==> src/rtl/uart_fifo_ctrl.sv <==
// UART buffering controller: TX/RX FIFOs around the core's single-byte
// data register, with load/ack sequencing, sticky status and interrupt.
module uart_fifo_ctrl #(
    parameter  int DEPTH = 16,
    localparam int LW    = $clog2(DEPTH) + 1
) (
    input  logic          clk,
    input  logic          rst,
    input  logic          host_tx_we,
    input  logic [7:0]    host_tx_data,
    input  logic          host_rx_re,
    output logic [7:0]    host_rx_data,
    input  logic          flush_tx,
    input  logic          flush_rx,
    input  logic          clr_status,
    input  logic          irq_tx_en,
    input  logic          irq_rx_en,
    input  logic          tx_en,
    output logic          core_we,
    output logic [7:0]    core_di,
    output logic          core_re,
    input  logic [7:0]    core_do,
    input  logic          core_tx_idle,
    input  logic          core_rx_valid,
    input  logic          core_err_framing,
    input  logic          core_err_parity,
    output logic [LW-1:0] tx_level,
    output logic [LW-1:0] rx_level,
    output logic          tx_full,
    output logic          tx_empty,
    output logic          rx_full,
    output logic          rx_empty,
    output logic          sts_tx_ovf,
    output logic          sts_rx_ovr,
    output logic          sts_frame,
    output logic          sts_parity,
    output logic          irq
);

    localparam int AW = LW - 1;

    typedef enum logic [1:0] {T_IDLE, T_LOAD, T_GUARD, T_BUSY} tx_state_e;
    typedef enum logic [1:0] {R_IDLE, R_ACK, R_GUARD} rx_state_e;

    tx_state_e tx_state_q, tx_state_d;
    rx_state_e rx_state_q, rx_state_d;

    logic [7:0]    tx_mem_q [DEPTH];
    logic [7:0]    rx_mem_q [DEPTH];
    logic [LW-1:0] tx_wp_q, tx_wp_d, tx_rp_q, tx_rp_d;
    logic [LW-1:0] rx_wp_q, rx_wp_d, rx_rp_q, rx_rp_d;

    logic tx_ovf_q, tx_ovf_d, rx_ovr_q, rx_ovr_d;
    logic frame_q, frame_d, parity_q, parity_d;
    logic err_f_q, err_p_q;

    logic tx_push_ok, tx_pop, tx_pop_ok;
    logic rx_push, rx_push_ok, rx_pop_ok;

    assign tx_level = tx_wp_q - tx_rp_q;
    assign rx_level = rx_wp_q - rx_rp_q;
    assign tx_full  = (tx_level == LW'(DEPTH));
    assign rx_full  = (rx_level == LW'(DEPTH));
    assign tx_empty = (tx_level == '0);
    assign rx_empty = (rx_level == '0);

    assign tx_pop     = (tx_state_q == T_LOAD);
    assign tx_pop_ok  = tx_pop & (~tx_empty | host_tx_we);
    assign tx_push_ok = host_tx_we & (~tx_full | tx_pop);

    assign rx_push    = (rx_state_q == R_ACK);
    assign rx_pop_ok  = host_rx_re & (~rx_empty | rx_push);
    assign rx_push_ok = rx_push & (~rx_full | host_rx_re);

    assign core_we = (tx_state_q == T_LOAD);
    assign core_di = core_we ? tx_mem_q[tx_rp_q[AW-1:0]] : 8'h00;
    assign core_re = (rx_state_q == R_ACK);

    assign host_rx_data = rx_empty ? 8'h00 : rx_mem_q[rx_rp_q[AW-1:0]];

    always_comb begin
        tx_wp_d = tx_wp_q;
        tx_rp_d = tx_rp_q;
        rx_wp_d = rx_wp_q;
        rx_rp_d = rx_rp_q;
        if (flush_tx) begin
            tx_wp_d = '0;
            tx_rp_d = '0;
        end else begin
            if (tx_push_ok) tx_wp_d = tx_wp_q + LW'(1);
            if (tx_pop_ok)  tx_rp_d = tx_rp_q + LW'(1);
        end
        if (flush_rx) begin
            rx_wp_d = '0;
            rx_rp_d = '0;
        end else begin
            if (rx_push_ok) rx_wp_d = rx_wp_q + LW'(1);
            if (rx_pop_ok)  rx_rp_d = rx_rp_q + LW'(1);
        end
    end

    always_ff @(posedge clk) begin
        if (!flush_tx && tx_push_ok) tx_mem_q[tx_wp_q[AW-1:0]] <= host_tx_data;
        if (!flush_rx && rx_push_ok) rx_mem_q[rx_wp_q[AW-1:0]] <= core_do;
    end

    always_comb begin
        tx_state_d = tx_state_q;
        unique case (tx_state_q)
            T_IDLE:  if (!tx_empty && tx_en && core_tx_idle) tx_state_d = T_LOAD;
            T_LOAD:  tx_state_d = T_GUARD;
            T_GUARD: tx_state_d = T_BUSY;
            T_BUSY:  if (core_tx_idle) tx_state_d = T_IDLE;
            default: tx_state_d = T_IDLE;
        endcase
    end

    always_comb begin
        rx_state_d = rx_state_q;
        unique case (rx_state_q)
            R_IDLE:  if (core_rx_valid) rx_state_d = R_ACK;
            R_ACK:   rx_state_d = R_GUARD;
            R_GUARD: rx_state_d = R_IDLE;
            default: rx_state_d = R_IDLE;
        endcase
    end

    // Sticky flags: a set in the same cycle as a clear wins.
    always_comb begin
        tx_ovf_d = (tx_ovf_q & ~clr_status)
                 | (host_tx_we & tx_full & ~tx_pop);
        rx_ovr_d = (rx_ovr_q & ~clr_status)
                 | (rx_push & rx_full & ~host_rx_re);
        frame_d  = (frame_q & ~clr_status)
                 | (core_err_framing & ~err_f_q);
        parity_d = (parity_q & ~clr_status)
                 | (core_err_parity & ~err_p_q);
    end

    always_ff @(posedge clk or posedge rst) begin
        if (rst) begin
            tx_state_q <= T_IDLE;
            rx_state_q <= R_IDLE;
            tx_wp_q    <= '0;
            tx_rp_q    <= '0;
            rx_wp_q    <= '0;
            rx_rp_q    <= '0;
            tx_ovf_q   <= 1'b0;
            rx_ovr_q   <= 1'b0;
            frame_q    <= 1'b0;
            parity_q   <= 1'b0;
            err_f_q    <= 1'b0;
            err_p_q    <= 1'b0;
        end else begin
            tx_state_q <= tx_state_d;
            rx_state_q <= rx_state_d;
            tx_wp_q    <= tx_wp_d;
            tx_rp_q    <= tx_rp_d;
            rx_wp_q    <= rx_wp_d;
            rx_rp_q    <= rx_rp_d;
            tx_ovf_q   <= tx_ovf_d;
            rx_ovr_q   <= rx_ovr_d;
            frame_q    <= frame_d;
            parity_q   <= parity_d;
            err_f_q    <= core_err_framing;
            err_p_q    <= core_err_parity;
        end
    end

    assign sts_tx_ovf = tx_ovf_q;
    assign sts_rx_ovr = rx_ovr_q;
    assign sts_frame  = frame_q;
    assign sts_parity = parity_q;

    assign irq = (irq_tx_en & tx_empty & (tx_state_q == T_IDLE))
               | (irq_rx_en & ~rx_empty)
               | tx_ovf_q | rx_ovr_q | frame_q | parity_q;

endmodule

==> config.mk <==
export PLATFORM = sky130hd
export DESIGN_NAME = uart_fifo_ctrl
export DESIGN_NICKNAME = d
export VERILOG_FILES = /design/src/rtl/uart_fifo_ctrl.sv
export SDC_FILE = /design/constraint.sdc
export NUM_CORES = 1
export LEC_CHECK = 0
export BUFFER_PORTS_ARGS = -buffer_cell sky130_fd_sc_hd__buf_2
export CORE_MARGIN = 1
export CORE_UTILIZATION = 50
export DETAILED_ROUTE_END_ITERATION = 7
export PLACE_DENSITY = 0.79
export REMOVE_ABC_BUFFERS = 1
export SLEW_MARGIN = 10
export SYNTH_ARGS = -nofsm -noshare
export SYNTH_HDL_FRONTEND = slang
export SYNTH_SLANG_ARGS = --single-unit
export TNS_END_PERCENT = 5
==> constraint.sdc <==
create_clock -name clk -period 4.6 [get_ports clk]
set_input_delay 0.92 -clock clk [delete_from_list [all_inputs] [get_ports clk]]
set_output_delay 0.92 -clock clk [all_outputs]
set_load 0.02 [all_outputs]
; ---- After elaboration in Yosys (flattened, before gate mapping)
; Memory sizes are Yosys's and may differ from the RTL's.
; Cells that the tools add are included.
[op_classes]
n_mux = 19
bitwise = 39
reduce_logical = 16
addsub = 6
n_eq_ne = 9
[op_table]
columns = operator, count
row1 = $mux 5, 8
row2 = $add 5x1->5 const B, 4
row3 = $and 1x1->1, 17
row4 = $mux 8, 2
row5 = $or 1x1->1, 13
row6 = $eq 5x5->1 const B, 2
row7 = $logic_not 5->1, 2
row8 = $sub 5x5->5, 2
row9 = $not 1->1, 9
row10 = $pmux 2 s4, 1
row11 = $reduce_bool 2->1, 4
row12 = $mux 2, 3
row13 = $ne 2x2->1 const B, 3
row14 = $eq 2x1->1 const B, 2
row15 = $eq 2x2->1 const B, 2
row16 = $logic_and 1x1->1, 4
row17 = $logic_not 2->1, 2
row18 = $mux 1, 4
row19 = $pmux 2 s2, 1
row20 = $logic_not 1->1, 3
row21 = $reduce_and 2->1, 1
[totals]
out_inout_bits = 37
regBits = 30
n_memories = 2
ram_bits = 256
elab_cells = 103
input_bits = 30
[memory_table]
columns = memory, words, word_bits, rd, rd_clocked_by_memory_dff, wr, line
row1 = rx_mem_q, 16, 8, 1, 0, 1, 49  ; logic [7:0] rx_mem_q [DEPTH];
row2 = tx_mem_q, 16, 8, 1, 0, 1, 48  ; logic [7:0] tx_mem_q [DEPTH];

; ---- Logic depth before layout (Yosys ltp)
; Gate-level depths: netlist of the first run.
[logic_depth]
ltp_word = 9
depth_mapped = 11
mapped_depth_nobuf = 9

; ---- Worst setup path after synthesis of the first run
; No wires, ideal clock.
[synth_timing]
kind = reg-to-output
startpoint = register rx_rp_q[2]
endpoint = output host_rx_data[0]
path_stages_with_launch = 11
required_ns = 3.680
arrival_ns = 3.190
setup_slack_ns = 0.490
path_buffers = 4
cell_sequence = dfrtp_1 clkbuf_1 inv_1 clkbuf_1 ha_1 xor2_1 nand4b_1 o2bb2a_1 buf_2 buf_2 a211oi_1
[synth_between]
elab_chain_cells = 3
word_cells_on_any_way = 4
cone_classes = 1 x add/sub / 1 x mux / 1 x reduce/logical / 1 x memory
[synth_lines]
columns = item, line
row1 = from (decl), 51  ; logic [LW-1:0] rx_wp_q, rx_wp_d, rx_rp_q, rx_rp_d;
row2 = from (signal assigned), 160  ; rx_rp_q <= rx_rp_d;
row3 = $sub 5x5->5, 61  ; assign rx_level = rx_wp_q - rx_rp_q;
row4 = via rx_level[2], 28  ; output logic [LW-1:0] rx_level,
row5 = $logic_not 5->1, 65  ; assign rx_empty = (rx_level == '0);
row6 = via rx_empty, 32  ; output logic rx_empty,
row7 = $mux 8, 79  ; assign host_rx_data = rx_empty ? 8'h00 : rx_mem_q[rx_rp_q[AW-1:0]];
row8 = to (decl), 12  ; output logic [7:0] host_rx_data,
; The timed path passes the listed nets, and every way through them passes these cells.

; ---- Worst setup path after layout of the first run
[layout_timing]
startpoint = register rx_wp_q[0]
endpoint = output irq
[layout_between]
elab_chain_cells = 9
[layout_lines]
columns = item, line
row1 = from (decl), 51
row2 = from (signal assigned), 159  ; rx_wp_q <= rx_wp_d;
row3 = $sub 5x5->5, 61
row4 = $logic_not 5->1, 65
row5 = $not 1->1, 176  ; | (irq_rx_en & ~rx_empty)
row6 = $and 1x1->1, 176
row7 = $or 1x1->1, 176
row8 = $or 1x1->1 (4 in series), 177  ; | tx_ovf_q | rx_ovr_q | frame_q | parity_q;
row9 = to (decl), 37  ; output logic irq
; No other way between the ends.

==> impl_metrics.yaml, run 1 <==
routing:
  drt_pass1_iterations: 5
  wl_per_cell_um: 21.6
  via_per_inst: 5.90
  drtIter0Drc: 512
  ant_nets: 0
  num_vias: 6702
  drc: 0
  wl_mm: 24.5
setup_path:
  max_stage_delay_ns: 0.69
  worstPathRequired_ns: 3.68
  path_buf_inv: 3
  cp_cell_sequence: "inv_1, ha_1, inv_1, fa_1, nand3b_1, a211o_1, o2bb2a_1, o221ai_1, buf_2"
  path_delay_family: "compound AO/OA/AOI/OAI gates"
  startpoint_type: "flip-flop"
  worstSetupPathType: "flip-flop to primary output"
  rr_worst_depth: 7
  slowest_stage: "o2bb2a_1"
  worst_ep_arrival_time_ns: 3.30
  reg2reg_from: "tx_rp_q[2]"
  cp_max_fo: 15
  path_common_cell: "inv_1"
  rrSetupSlack_ns: 1.04
  reg2reg_to: "tx_mem_q[15][6]"
  crit_path_end_kind: "primary output"
floorplanning:
  rows: 56
  dieArea_mm2: 0.0249
  core-area_mm2: 0.0237
  start_util: 0.513
  ios: 67
  die_h_um: 158
  die_w_um: 158
power_and_ir_drop:
  power_mw: 6.86
  ir_drop_mv: 0.418
  powerDensity_mw_per_mm2: 499
  power_leakage_nw: 4.74
yosys:
  yosysUniqueCellTypes: 54
  synth_area_leader_cell: "edfxtp_1"
  yosysTopAreaCellShare: 0.632
  synth.avg_cell_area_um2: 17.1
  synth_ff_type: "edfxtp_1"
  yosysMostFrequentCell: "edfxtp_1"
  synthCells: 710
  synth-seq-area-share: 0.694
  yosys-top-cells-area: "edfxtp_1 63%, mux4_2 12%, dfrtp_1 6.2%"
  synthArstFlopShare: 0.105
  synth_common_cells: "256 x edfxtp_1, 64 x mux4_2, 61 x nand2_1"
  synth_edf_count: 256
  synth-seq-cells: 286
  yosysWarningCount: 0
  synth_area_mm2: 0.0122
clocking:
  cts_resized: 0
  postCtsHoldBufs: 0
  cts_buffers: 27
  clkLatencyLatePin_ns: 0.53
  tritoncts: "done"
  clock-sinks: 286
  clk_pin_slew_ns: 0.06
  cts_buffer_depth: 3
  clockRootBuffer: "clkbuf_16"
  cts_setup_buffers: 0
  htree_levels: 1
run:
  drv_cap: 0
sta:
  rsz0062_at_grt: "no"
  relSlewSlack: 0.429
  tightest_slew_ns: 0.854
  setup_violations: 0
  post-route-period-util: 0.918
  fmax_mhz: 237
  maxSlewViolCount: 0
  hold_viol: 0
  setup_tns_ns: 0
  fin_skew_ns: 0.0115
  fin_crit_ns: 4.22
  fin_hold_ws_ns: 0.414
  setup_ws_ns: 0.379
min_path:
  worst_hold_path_type: "flip-flop to flip-flop"
  holdPathStages: 1
  whs_endpoint: "sts_parity"
  hp-start: "err_p_q"
place:
  routabilityCongestion: 0.854
  dp_hpwl_mm: 15.9
  place_area_mm2: 0.0129
  pre_cts_slack_ns: 0.959
  dp_cells: 1086
  portBuffers: 66
layout:
  syn_to_final_growth_pct: 13.0
  post-route-util: 0.580
  num_antenna_cells: 0
  filler_cell_count: 1777
  layout.nets: 851
  stdcell_count: 1136
  postLayoutCellArea_mm2: 0.0137
  drive_gt1_frac: 0.253
global_route:
  antenna_found_initial: 0
  overflow: 0
  grt_usage: 0.201
  grt_pass1_wl_mm: 37.1
  grt_pass1_vias: 6705
  grt_max_degree: 37
status:
  status: "finished clean"
==> sequential cells by signal, indices dropped and copies added (netlist names), 2 cells and up <==
signal,flops
tx_wp_q,5
tx_rp_q,5
rx_state_q,2
rx_mem_q,128
tx_state_q,2
rx_rp_q,5
tx_mem_q,128
rx_wp_q,5
==> cell usage in the layout, fill, tap and decap left out, drive strengths merged, types with 2 or more instances in the layout <==
cell / synthesis / layout
nor2b: 3 / 3
dfrtp: 30 / 30
nor3: 5 / 5
nand2b: 8 / 8
ha: 23 / 23
nor2: 27 / 27
nand3: 9 / 9
o21ai: 7 / 7
or3: 5 / 5
and3: 18 / 18
nor3b: 3 / 3
nand2: 61 / 61
buf: 16 / 91
a21oi: 22 / 22
nand4: 3 / 3
inv: 31 / 32
mux2i: 10 / 10
a2111oi: 2 / 2
a211o: 3 / 3
or4: 7 / 7
a311oi: 8 / 8
mux4: 64 / 64
o31ai: 8 / 8
nor4b: 4 / 4
nand4b: 2 / 2
clkbuf: 18 / 39
xor2: 6 / 6
nor4: 9 / 9
fa: 2 / 2
nand3b: 7 / 7
mux2: 5 / 5
clkinv: 3 / 12
o22ai: 4 / 4
a211oi: 10 / 10
edfxtp: 256 / 256
==> worst max path at each step <==
stage | cells after the start | startpoint | to
finish | 9 | rx_wp_q[0] | irq
global route | 9 | rx_wp_q[0] | irq
CTS | 9 | rx_wp_q[0] | irq
detailed placement | 9 | rx_wp_q[0] | irq
global placement | 9 | rx_wp_q[0] | irq
floorplan | 7 | rx_rp_q[0] | host_rx_data[0]
==> where the power goes <==
group	internal, mW	switching [mW]	leakage (nW)
combinational	0.758	1.11	1.64
sequential	2.89	0.0394	2.70
clock	1.16	0.902	0.397
total	4.81	2.05	4.74
==> kinds of logic after synthesis <==
logic type / count (synthesis) / share of synthesized area
simple gates: 173 / 0.0738
buf+inv: 68 / 0.0235
mux: 79 / 0.132
xor+xnor: 6 / 0.00494
flops: 286 / 0.694
fa+ha+maj: 25 / 0.0270
compound gates: 73 / 0.0448
==> metal layers <==
metal | wire [um] | up-vias | GRT usage
li1 | - | 2982 | -
met1 | 9960 | 3393 | 0.265
met2 | 12500 | 282 | 0.350
met3 | 1640 | 45 | 0.0271
met4 | 450 | 0 | 0.0555
met5 | 0 | - | 0
==> area by class of cell <==
type | count | area, um^2 | share of cell area
Multi-Input combinational cell | 356 | 3440 | 0.251
Tap cell | 319 | 399 | 0.0291
Clock buffer | 39 | 731 | 0.0532
Clock inverter | 11 | 78.8 | 0.00574
Timing Repair Buffer | 91 | 518 | 0.0377
Sequential cell | 286 | 8440 | 0.614
Inverter | 34 | 128 | 0.00929
(Power assumes the default switching activity.)
==> inputs of run 2 (changes only) <==
--- a/config.mk
+++ b/config.mk
@@ -8,6 +8,7 @@
 export BUFFER_PORTS_ARGS = -buffer_cell sky130_fd_sc_hd__buf_2
 export CORE_MARGIN = 1
 export CORE_UTILIZATION = 50
+export CTS_BUF_LIST = sky130_fd_sc_hd__clkbuf_8 sky130_fd_sc_hd__clkbuf_16
 export DETAILED_ROUTE_END_ITERATION = 7
 export PLACE_DENSITY = 0.79
 export REMOVE_ABC_BUFFERS = 1
==> run 2 against run 1 <==
Compared with the run above:
- via count is 0.33% higher
- clock skew hardly changed
- wire length rose by 0.27%
- total power decreased by 0.31%
- die area unchanged
- count of clock-buffer cells in the layout fell by 11
- design area unchanged
- flip-flop and latch count unchanged
- utilization stayed put
- sequential power about the same
- setup slack got worse by 0.0054 ns
==> impl_metrics.yaml, run 2 (synthesis gave the netlist of run 1 again) <==
clocking:
  clockRootBuffer: "clkbuf_16"
  cts_resized: 0
  tritoncts: "done"
  htree_levels: 1
  postCtsHoldBufs: 0
  clk_pin_slew_ns: 0.06
  cts_buffers: 27
  cts_setup_buffers: 0
  cts_buffer_depth: 3
  clock-sinks: 286
  clkLatencyLatePin_ns: 0.53
routing:
  drt_pass1_iterations: 5
  ant_nets: 0
  via_per_inst: 5.92
  drtIter0Drc: 511
  num_vias: 6724
  wl_mm: 24.6
  wl_per_cell_um: 21.6
  drc: 0
floorplanning:
  start_util: 0.513
  dieArea_mm2: 0.0249
  rows: 56
  ios: 67
  core-area_mm2: 0.0237
  die_h_um: 158
  die_w_um: 158
layout:
  final_common_cell: "edfxtp_1"
  final_cell_mix: "256 x edfxtp_1, 66 x buf_2, 64 x mux4_2"
  syn_to_final_growth_pct: 13.0
  drive_gt1_frac: 0.253
  stdcell_count: 1136
  num_antenna_cells: 0
  layout.nets: 851
sta:
  setup_ws_ns: 0.374
  post-route-period-util: 0.919
  fin_hold_ws_ns: 0.414
  relSlewSlack: 0.433
  setup_violations: 0
  maxSlewViolCount: 0
  rsz0062_at_grt: "no"
  hold_viol: 0
  fin_crit_ns: 4.23
  tightest_slew_ns: 0.848
  fmax_mhz: 237
  fin_skew_ns: 0.0117
setup_path:
  worstPathRequired_ns: 3.68
  worst_ep_arrival_time_ns: 3.31
  slowest_stage: "o2bb2a_1"
  max_stage_delay_ns: 0.69
  cp_cell_sequence: "inv_1, ha_1, inv_1, fa_1, nand3b_1, a211o_1, o2bb2a_1, o221ai_1, buf_2"
  worstSetupPathType: "flip-flop to primary output"
  crit_path_end_kind: "primary output"
  startpoint_type: "flip-flop"
  path_common_cell: "inv_1"
  cp_max_fo: 15
power_and_ir_drop:
  internal_power_mw: 4.78
  swShare: 0.300
  p_comb_frac: 0.273
  power_leakage_nw: 4.78
  power_mw: 6.83
  powerDensity_mw_per_mm2: 497
  ir_drop_mv: 0.418
  net-switching-power_mw: 2.05
  p_clk_frac: 0.298
  sequentialPowerShare: 0.429
global_route:
  grt_pass1_vias: 6705
  overflow: 0
  antenna_found_initial: 0
  grt_usage: 0.201
  grt_max_degree: 37
  grt_pass1_wl_mm: 37.1
place:
  routabilityCongestion: 0.854
  dp_hpwl_mm: 15.9
  pre_cts_slack_ns: 0.959
  portBuffers: 66
  dp_cells: 1086
status:
  status: "finished clean"
min_path:
  worst_hold_path_type: "flip-flop to flip-flop"
run:
  drv_cap: 0
run 2: changes by cell type in the layout (fill, tap and decap cells not counted):
cell and delta:
clkbuf_1 -11, inv_1 +11
run 2: power groups by stage:
stage                     logic, mW  registers (mW)  clock network, mW
after floorplan                1.20            3.11                  0
after global placement         1.85            2.98                  0
after detailed placement       1.87            2.98                  0
after CTS                      1.89            2.93               2.06
after global routing           2.02            2.94               2.15
final                          1.87            2.93               2.04
run 2: layout make-up:
type                            instances  area [um^2]
Inverter                               34          128
Clock buffer                           28          689
Sequential cell                       286         8440
Clock inverter                         22          120
Multi-Input combinational cell        356         3440
Tap cell                              319          399
Timing Repair Buffer                   91          518
Fill cell                            1777         9940
run 2: path summary, 6_finish.rpt:
| check | start | to | slack (ns) | depth (start not counted) |
|---|---|---|---|---|
| min in group asynchronous | rst | tx_wp_q[1] | 0.50 | 2 |
| min | err_p_q | sts_parity | 0.41 | 1 |
| max in group asynchronous | rst | rx_rp_q[0] | 3.38 | 3 |
| min reg2reg | err_p_q | sts_parity | 0.41 | 1 |
| max reg2reg | tx_rp_q[2] | tx_mem_q[7][7] | 1.04 | 7 |
| max | rx_wp_q[0] | irq | 0.37 | 9 |
run 2: through the flow:
step,instance area [um^2],TNS (ns),util
after floorplan,12000,-18.46,-
after global placement,12900,0,0.546
after detailed placement,12900,0,0.546
after CTS,13700,0,0.580
after global routing,13700,0,0.580
final,13700,0,0.580
run 2: routing by layer:
layer	up-vias	global-route usage	wire [um]
met1	3415	0.265	10200
met4	0	0.0555	482
li1	2985	-	-
met5	-	0	0
met3	53	0.0271	1480
met2	271	0.350	12400
run 2: worst max-delay path, delay by kind of cell, from the launching register on:
family | cells | cell delay [ns]
AO/OA/AOI/OAI | 3 | 1.16
adder cells (fa/ha/maj) | 2 | 0.64
buffers and inverters | 3 | 0.37
flip-flops | 1 | 0.43
AND/OR/NAND/NOR | 1 | 0.18
